File: src/rtl/regfile_scoreboard.sv
// regfile_scoreboard: dual-write register file with per-register pending bits; define REGFILE_BYPASS_EN for same-cycle write-to-read forwarding
module regfile_scoreboard #(
  parameter int WIDTH = 8,
  parameter int AW = 3,
  parameter int ZERO_REG = 1
) (
  input  logic             clk,
  input  logic             reset,
  input  logic             we3,
  input  logic [AW-1:0]    wa3,
  input  logic [WIDTH-1:0] wd3,
  input  logic             we4,
  input  logic [AW-1:0]    wa4,
  input  logic [WIDTH-1:0] wd4,
  input  logic [AW-1:0]    ra1,
  input  logic [AW-1:0]    ra2,
  output logic [WIDTH-1:0] rd1,
  output logic [WIDTH-1:0] rd2,
  output logic             pend1,
  output logic             pend2,
  input  logic             iss,
  input  logic [AW-1:0]    iss_a,
  output logic             any_pend
);
  localparam int DEPTH = 1 << AW;
  logic [WIDTH-1:0] mem [DEPTH];
  logic [DEPTH-1:0] pend, pend_next;
  logic w3, w4, iss_ok;
  // Accesses aimed at a hardwired-zero register are squashed here once
  assign w3 = we3 && !(ZERO_REG != 0 && wa3 == '0);
  assign w4 = we4 && !(ZERO_REG != 0 && wa4 == '0);
  assign iss_ok = iss && !(ZERO_REG != 0 && iss_a == '0);
  always_comb begin
    pend_next = pend;
    if (w3) pend_next[wa3] = 1'b0;
    if (w4) pend_next[wa4] = 1'b0;
    if (iss_ok) pend_next[iss_a] = 1'b1;
  end
  always_ff @(posedge clk) begin
    if (reset) begin
      for (int i = 0; i < DEPTH; i++) mem[i] <= '0;
      pend <= '0;
    end else begin
      if (w3) mem[wa3] <= wd3;
      if (w4) mem[wa4] <= wd4;
      pend <= pend_next;
    end
  end
  function automatic logic [WIDTH-1:0] rd_val(input logic [AW-1:0] ra);
    logic [WIDTH-1:0] v;
    v = (ZERO_REG != 0 && ra == '0) ? '0 : mem[ra];
`ifdef REGFILE_BYPASS_EN
    v = (w4 && wa4 == ra) ? wd4 : (w3 && wa3 == ra) ? wd3 : v;
`endif
    return v;
  endfunction
  function automatic logic pend_val(input logic [AW-1:0] ra);
    logic p;
    p = pend[ra];
`ifdef REGFILE_BYPASS_EN
    p = ((w3 && wa3 == ra) || (w4 && wa4 == ra)) ? (iss_ok && iss_a == ra) : p;
`endif
    return p;
  endfunction
  assign rd1 = rd_val(ra1);
  assign rd2 = rd_val(ra2);
  assign pend1 = pend_val(ra1);
  assign pend2 = pend_val(ra2);
  assign any_pend = |pend;
endmodule

File: config.mk
export PLATFORM = sky130hd
export DESIGN_NAME = regfile_scoreboard
export DESIGN_NICKNAME = d
export VERILOG_FILES = /design/src/rtl/regfile_scoreboard.sv
export SDC_FILE = /design/constraint.sdc
export NUM_CORES = 1
export LEC_CHECK = 0
export BUFFER_PORTS_ARGS = -buffer_cell sky130_fd_sc_hd__buf_2
export CAP_MARGIN = 40
export CORE_AREA = 2 2 88 90
export DETAILED_ROUTE_END_ITERATION = 8
export DIE_AREA = 0 0 90 92
export PLACE_DENSITY = 0.76
export SKIP_LAST_GASP = 1
export SYNTH_ARGS = -nofsm -noshare
export SYNTH_HDL_FRONTEND = slang
export SYNTH_SLANG_ARGS = --single-unit
File: constraint.sdc
create_clock -name clk -period 1.51 [get_ports clk]
set_input_delay 0.151 -clock clk [delete_from_list [all_inputs] [get_ports clk]]
set_output_delay 0.151 -clock clk [all_outputs]
set_load 0.1 [all_outputs]
# == Yosys cells after proc, flatten, opt, wreduce, memory -nomap -nowiden ==
# Memory sizes are Yosys's and may differ from the RTL's.
# Cells that the tools add are included.
# classes
magnitude_cmp,8
mux,29
bitwise_logic,5
reduce_logical,17
# op_table
op,n
8-bit 2-to-1 mux,7
8-bit OR reduction,3
"3-bit by 4-bit less-than comparator with 1-bit output, second input constant",5
8-bit bitwise AND,2
8-bit inverter,2
3-bit zero test,5
1-bit 2-to-1 mux,15
1-bit demux with 3-bit select,3
"3-bit by 1-bit greater-or-equal comparator with 1-bit output, second input constant",3
8-bit OR,1
1-bit binary-select mux with 3-bit select,2
1-bit logical AND,6
3-bit 2-to-1 mux,2
1-bit zero test,3
# totals
register_bits,8
ramBits,64
inputBits,36
output_inout_bits,19
elab_cells,61
mem_count,1
# memory_table
name,words,word_bits,read_ports,rd_clocked_by_memory_dff,wr,line,rtl
mem,8,8,2,0,8,26,logic [WIDTH-1:0] mem [DEPTH];

# == Logic depth before layout (Yosys ltp) ==
# Gate-level depths: netlist of run 1.
# logic_depth
ltp_word,11
mapped_depth,6
ltp_nobuf,3

# == Least setup slack after synthesis of run 1 ==
# No wires, ideal clock.
# synth_path
kind,input-to-output
from,in ra1[0]
to,out rd1[0]
arrival_ns,3.128
required_time_ns,1.359
path_slack_ns,-1.769
path_stages,5
n_path_buf,3
path_cell_list,buf_4 -> buf_4 -> buf_4 -> mux2i_1 -> a221oi_1
# synth_between
elab_chain_len,2
elab_cells_between_ends,3
cone_classes,mux: 1; reduce/logical: 1; memory: 1
# synth_lines
item,line,rtl
"start, declared",15,"input logic [AW-1:0] ra1,"
memory read 8 x 8 bit or 3-bit zero test (tied branches),-,
8-bit 2-to-1 mux *,51,v = (ZERO_REG != 0 && ra == '0) ? '0 : mem[ra];
"end, declared",17,"output logic [WIDTH-1:0] rd1,"
# Mark *: on every way between the ends. The rest lies on a longest branch, timed or not.

==> impl_results.md, run 1 <==
- Fin crit share: 1.287
- Syn_area_per_cell: 12.61 um2
- Relative slew slack: 0.3056
- Final core occ: 0.8243
- FILL cells: between 300 and 400
- Sink Count: 64
- Die extent in x: roughly 90 um
- WL per Instance: 26.72 um
- Worst EP arrival: approximately 1800 ps
- Cell count after synthesis: ~310
- DR DRC count: 0
- Commonest non-fill, non-tap cell in the layout: buf_4
- Via-per-instance ratio: 7.046
- Total GRT Usage: 0.3416
- Syn. warnings: 0
- Post-synth cell types: 44
- Register area share after synthesis: 0.4666
- GRT met3 Usage: 0.06409
- Global-route wire length before repair: 21.31 mm
- Initial antenna violation count: 0
- Pleak: 0.002454 uW
- Pre-antenna DRT Iters: 5
- Die area: 8280 um2
- Power Density: ~900 nW/um2
- Layout cell share with drive strength beyond 1: 0.5862
- Fin worst setup slack: -433.3 ps
- Fin. max-slew vios: 0
- Final Net Count: approximately 500
- Met2 Use GR: 0.5996
- CTS tree: yes
- Placer Congestion: ~0.9
- H-tree levels: 3
- CP startpoint kind: flop
- Final Hold Viols: 0
- Clock-pin slew on the worst setup and hold paths: ~80 ps
- # diodes: 0
- CP max FO: 2
- DRT Wirelength: between 15 and 20 mm
- Max-Cap Viols: 0
- I/O Buffers: 54
- GRT overflow: 0
- Core area: around 7400 um2
- Crit path time final: ~2000 ps
- Most frequent cells in the layout: buf_4, a22o_1, edfxtp_1, buf_2, buf_12
- Std cell rows: 32
- Die height: a little over 90 um
- Number of routed nets with antenna violations: 0
- Area grow syn2layout: 55.50%
- Busiest grt layer: met2
- CP required: between 1000 and 1500 ps
- Final setup violation count: 19
- Largest net degree at the start of global routing: 14
- Root buffer cell: clkbuf_8
- Post-synthesis cell area: between 3000 and 4000 um2
- Total vias in the final route: 3988
- Worst Hold Class: primary input to flop
- Ports: 55
- Number of global-route vias before repair: between 3000 and 4000
- Number of buffers created by CTS: 9
- Multi-input gate area: ~2400 um2
- Grt met1 use: 0.3930
- #FFs+latches synth: 64
- Worst-Margin Slew: approximately 1000 ps
- Worst Setup Path Type: flop to output pin
- HPWL after detailed placement: between 8 and 9 mm
- Peak supply drop: about 0.56 mV
- RSZ-0062 raised after global routing: yes
- Clk_lat worst skew: roughly 350 ps
- Failing checks: setup timing
- Initial cell density of the core: 0.5301
- DRT iter0 DRCs: ~570
- Clock buffer depth: 2
- Crit path capture type: output pin
- Clk_skew: 0 ps
- Syn nets: about 350
- FMAX: slightly above 0.5 GHz
- Status: finished, violations left
- Min Hold Slack: ~47 ps
- FF+latch area: roughly 1900 um2
## worst paths after layout
path	startpoint	to	slack, ps	cells after the start
hold / removal	iss_a[1]	pend[5]	50	2
setup reg to reg	pend[6]	pend[6]	720	2
setup / recovery	mem[3][4]	rd1[4]	-430	5
hold reg to reg	pend[5]	pend[5]	510	2
## worst max-delay path, cell delays in order, from the launching register on
cell and delay [ps]:
edfxtp_1 420, mux2_2 320, a221oi_4 270, buf_4 180, a221oi_4 50, buf_12 200
## flip-flops by register name, summed over array words and instances, names as in the netlist
name and flops:
mem 56, pend 8
## routing by layer
| metal | vias up | share of wire |
|---|---|---|
| met5 | - | 0 |
| met4 | 0 | 0.067 |
| met3 | 111 | 0.095 |
| met2 | 362 | 0.49 |
| met1 | 1891 | 0.35 |
| li1 | 1624 | - |
## cell usage after synthesis (all sizes together)
cell | n | area (um2)
and2b | 1 | 7.510
and2 | 1 | 6.260
and4 | 1 | 8.760
nor3 | 5 | 40.04
or3 | 2 | 12.51
nand3b | 2 | 15.01
nor4b | 3 | 56.31
mux2i | 16 | 160.2
inv | 6 | 22.52
a311oi | 3 | 56.31
nand2 | 12 | 45.04
o32ai | 2 | 17.52
mux2 | 34 | 382.9
buf | 15 | 82.58
clkbuf | 6 | 22.52
mux4 | 4 | 90.09
a31oi | 5 | 31.28
nand2b | 4 | 25.02
nand4bb | 3 | 33.78
dfxtp | 8 | 160.2
nand4b | 1 | 8.760
nor4 | 5 | 37.53
o22ai | 9 | 56.30
a31o | 4 | 35.04
a41o | 1 | 10.01
a221oi | 21 | 183.9
and4b | 4 | 40.04
a22o | 57 | 499.2
a211oi | 1 | 12.51
nand3 | 2 | 10.01
or2 | 1 | 6.260
edfxtp | 56 | 1682
nor2 | 9 | 33.78
nor2b | 5 | 33.78
a21oi | 3 | 15.01
nor3b | 1 | 7.510
## what timing repair did
item,CTS,global route
pin swaps,7,6
resized for setup,74,21
buffers inserted,14,7
hold buffers,0,0
setup endpoints to repair,19,19
gates cloned,1,0
## where the power goes
part	leakage, uW	switching [uW]	internal, uW
clock	0.0000933	722	761
combinational	0.00174	1140	843
sequential	0.000619	86.0	2060
## metrics by stage
step | std cells | setup WS, ps | cell area (um2) | TNS [ps] | power (uW)
2_1_floorplan | 313 | -298.4 | 4248 | -1837 | 3186
3_3_place_gp | 527 | -270.6 | 5311 | -6525 | 3746
3_5_place_dp | 528 | -315.0 | 5316 | -5908 | 3778
4_1_cts | 559 | -339.1 | 5968 | -4867 | 5422
5_1_grt | 566 | -465.8 | 6138 | -6211 | 5740
6_report | 566 | -433.3 | 6138 | -5488 | 5619
## kinds of logic (layout without fill, tap and decap cells)
group                  Yosys count  after routing  share of synthesized area
and+or+nand+nor                 62             62                     0.1084
DFF                             64             64                     0.4666
AOI/OAI and AO/OA              106            106                     0.2323
buffers and inverters           27            178                    0.03233
muxes                           54             54                     0.1604
## final cells by class
class                   count  area share
flip-flops and latches     64      0.3019
multi-input cells         222      0.3991
repair buffers            156      0.2428
inverters                   6    0.003669
well taps                 102     0.02079
clock buffers               9     0.02018
clock inverters             7     0.01162
Note: power is estimated with default switching activity, not from simulation.
==> inputs of run 2 (changes only) <==
- ABC_AREA: not set -> 1
- CORE_AREA: 2 2 88 90 -> 2 2 98 100
- DIE_AREA: 0 0 90 92 -> 0 0 100 102
- PLACE_DENSITY: 0.76 -> 0.74
==> impl_results.md, run 2 <==
- Layout cell share with drive strength beyond 1: 0.2930
- DRT iter0 DRCs: ~290
- Pleak: ~0.0029 uW
- DR DRC count: 0
- Area grow syn2layout: 27.28%
- Ports: 55
- Number of buffers created by CTS: 9
- RSZ-0062 raised after global routing: yes
- Std cell rows: 35
- Worst EP arrival: between 1000 and 1500 ps
- Core area: between 9000 and 10000 um2
- CP max stage delay: approximately 430 ps
- Most numerous cell in the Yosys netlist: nand2_1
- Worst Setup Path Type: flop to output pin
- CP bufs+invs: 2
- Slowest CP cell: edfxtp_1
- GRT overflow: 0
- Final setup violation count: 17
- CTS tree: yes
- Pre-antenna DRT Iters: 5
- #FFs+latches synth: slightly above 70
- Clk_skew: 0 ps
- Worst-Margin Slew: 535.5 ps
- Total GRT Usage: 0.3139
- Total vias in the final route: around 4900
- FILL cells: between 700 and 800
- Status: finished, violations left
- CP max FO: 2
- Synth area leader: edfxtp_1
- Synth Flop Type: edfxtp_1
- CP required: approximately 1400 ps
- Peak supply drop: between 0.5 and 0.6 mV
- WL per Instance: 16.69 um
- Placer Congestion: approximately 1
- Clk_lat worst skew: roughly 350 ps
- FMAX: between 0.6 and 0.7 GHz
- HPWL after detailed placement: 11.49 mm
- Max-Cap Viols: 0
- Crit path capture type: output pin
- Die height: slightly above 100 um
- Reg with most FFs: mem
- Cell count after placement: 879
- Post-synth EDFFs: 64
- Most frequent cells in the layout: nand2_1, nand3_1, inv_1, edfxtp_1, buf_2
- Register area share after synthesis: 0.4279
- Via-per-instance ratio: 5.461
- H-tree levels: 3
- Die area: ~10000 um2
- Fin crit share: 1.057
- Clock-pin slew on the worst setup and hold paths: ~80 ps
- Largest regs: mem (64), pend (8)
- Critical Path, Cell by Cell: inv_2 -> nand2_2 -> nand3_2 -> nand3_2 -> nand2_2 -> nor2_4 -> buf_12
- Initial cell density of the core: 0.5342
- # diodes: 0
- Synth cell count leaders: nand2_1, nand3_1, inv_1, edfxtp_1, nor2_1
- Multi-input gate area: about 2700 um2
- Cell family with most CP delay: flip-flops
- Worst Hold Class: primary input to flop
- Largest cells by area after synthesis: edfxtp_1, nand2_1, nand3_1
- Fin cells: around 900
- Final Net Count: 816
- Fin worst setup slack: -86.44 ps
- I/O Buffers: 54
- Sink Count: 72
- Commonest non-fill, non-tap cell in the layout: nand2_1
- Number of routed nets with antenna violations: 0
- Post-synthesis cell area: ~4900 um2
- CP startpoint kind: flop
- Final Hold Viols: 0
- Fin Setup TNS: -776.0 ps
- Die extent in x: ~100 um
- Crit path time final: ~1600 ps
- Number of global-route vias before repair: 4631
- Top cell type's share of synthesized area: 0.3950
- Largest net degree at the start of global routing: slightly above 40
- Power Density: 898.8 nW/um2
- Clock buffer depth: 2
- Failing checks: setup timing
- Relative slew slack: 0.6420
- Root buffer cell: clkbuf_8
- Max reg flops: 64
- Syn_area_per_cell: just under 7 um2
- Fin. max-slew vios: 0
- Global-route wire length before repair: roughly 24 mm
- Syn. warnings: 0
- Initial antenna violation count: 0
- Post-synth ARST share: 0
- FF+latch area: 2090 um2
- Cell count after synthesis: 712
- Post-synth cell types: 30
- DRT Wirelength: roughly 15 mm
[run 2: cell types whose count changed after synthesis, sizes merged, moves of 8 or more]
cell	change
mux2i	-16
mux2	-34
nor2	+44
a22o	-57
o21ai	+38
edfxtp	+8
nand2	+287
inv	+88
nand3	+101
a221oi	-21
buf	+12
[run 2: area by class of cell]
cell class	instances	area share
Clock buffer	10	0.02061
Clock inverter	6	0.006061
Inverter	97	0.05879
Multi-Input combinational cell	521	0.4281
Sequential cell	72	0.3374
Tap cell	111	0.02242
Timing Repair Buffer	79	0.1267
[run 2: worst paths after layout]
check        slack (ps)  endpoint  startpoint  cells past startpoint
max reg2reg         740   pend[1]     pend[1]                      3
max                 -90    rd2[7]   mem[4][7]                      7
min                  80   pend[1]         iss                      3
min reg2reg         480   pend[0]     pend[0]                      2
[run 2: what timing repair did]
| item | CTS | global route |
|---|---|---|
| cloned | 0 | 0 |
| endpoints found under the setup margin | 19 | 19 |
| gates resized for setup | 50 | 45 |
| hold buffers | 0 | 0 |
| hold endpoints to repair | 0 | 0 |
| buffers inserted | 1 | 0 |
| pin swaps | 20 | 31 |
[run 2: worst register-to-register path, stage by stage, from the launching register on]
cell     delay (ps)
dfxtp_2         360
buf_4           110
o21ai_0          80
o21ai_0         150
[run 2: report_power, final]
group	leakage, uW	switching (uW)	internal (uW)	total [uW]
sequential	0.000696	69.8	2320	2390
combinational	0.00214	1260	597	1860
clock	0.0000898	721	590	1310
total	0.00293	2050	3510	5570
[run 2: stage by stage]
step,setup WS (ps),hold slack [ps],total power (uW),area [um2],util
after detailed placement,76.95,442.4,4175,5776,0.6341
after global routing,-164.6,91.43,5800,6193,0.6799
final,-86.44,82.73,5567,6193,0.6799
after CTS,-102.5,75.47,5520,6066,0.6659
after floorplan,129.5,292.9,3544,5017,-
after global placement,104.0,444.2,4156,5776,0.6341
[run 2: logic make-up after synthesis]
| logic type | synth area share |
|---|---|
| AO/OA/AOI/OAI | 0.05580 |
| buffers and inverters | 0.1059 |
| flip-flops | 0.4279 |
| other | 0.0007707 |
| AND/OR/NAND/NOR | 0.4096 |
[run 2: metal layers]
layer,up-vias,share of wire,track usage
met2,281,0.46,0.5042
met5,-,0,0
met1,2197,0.44,0.4443
met3,26,0.087,0.05540
li1,2389,-,-
met4,0,0.021,0.08325
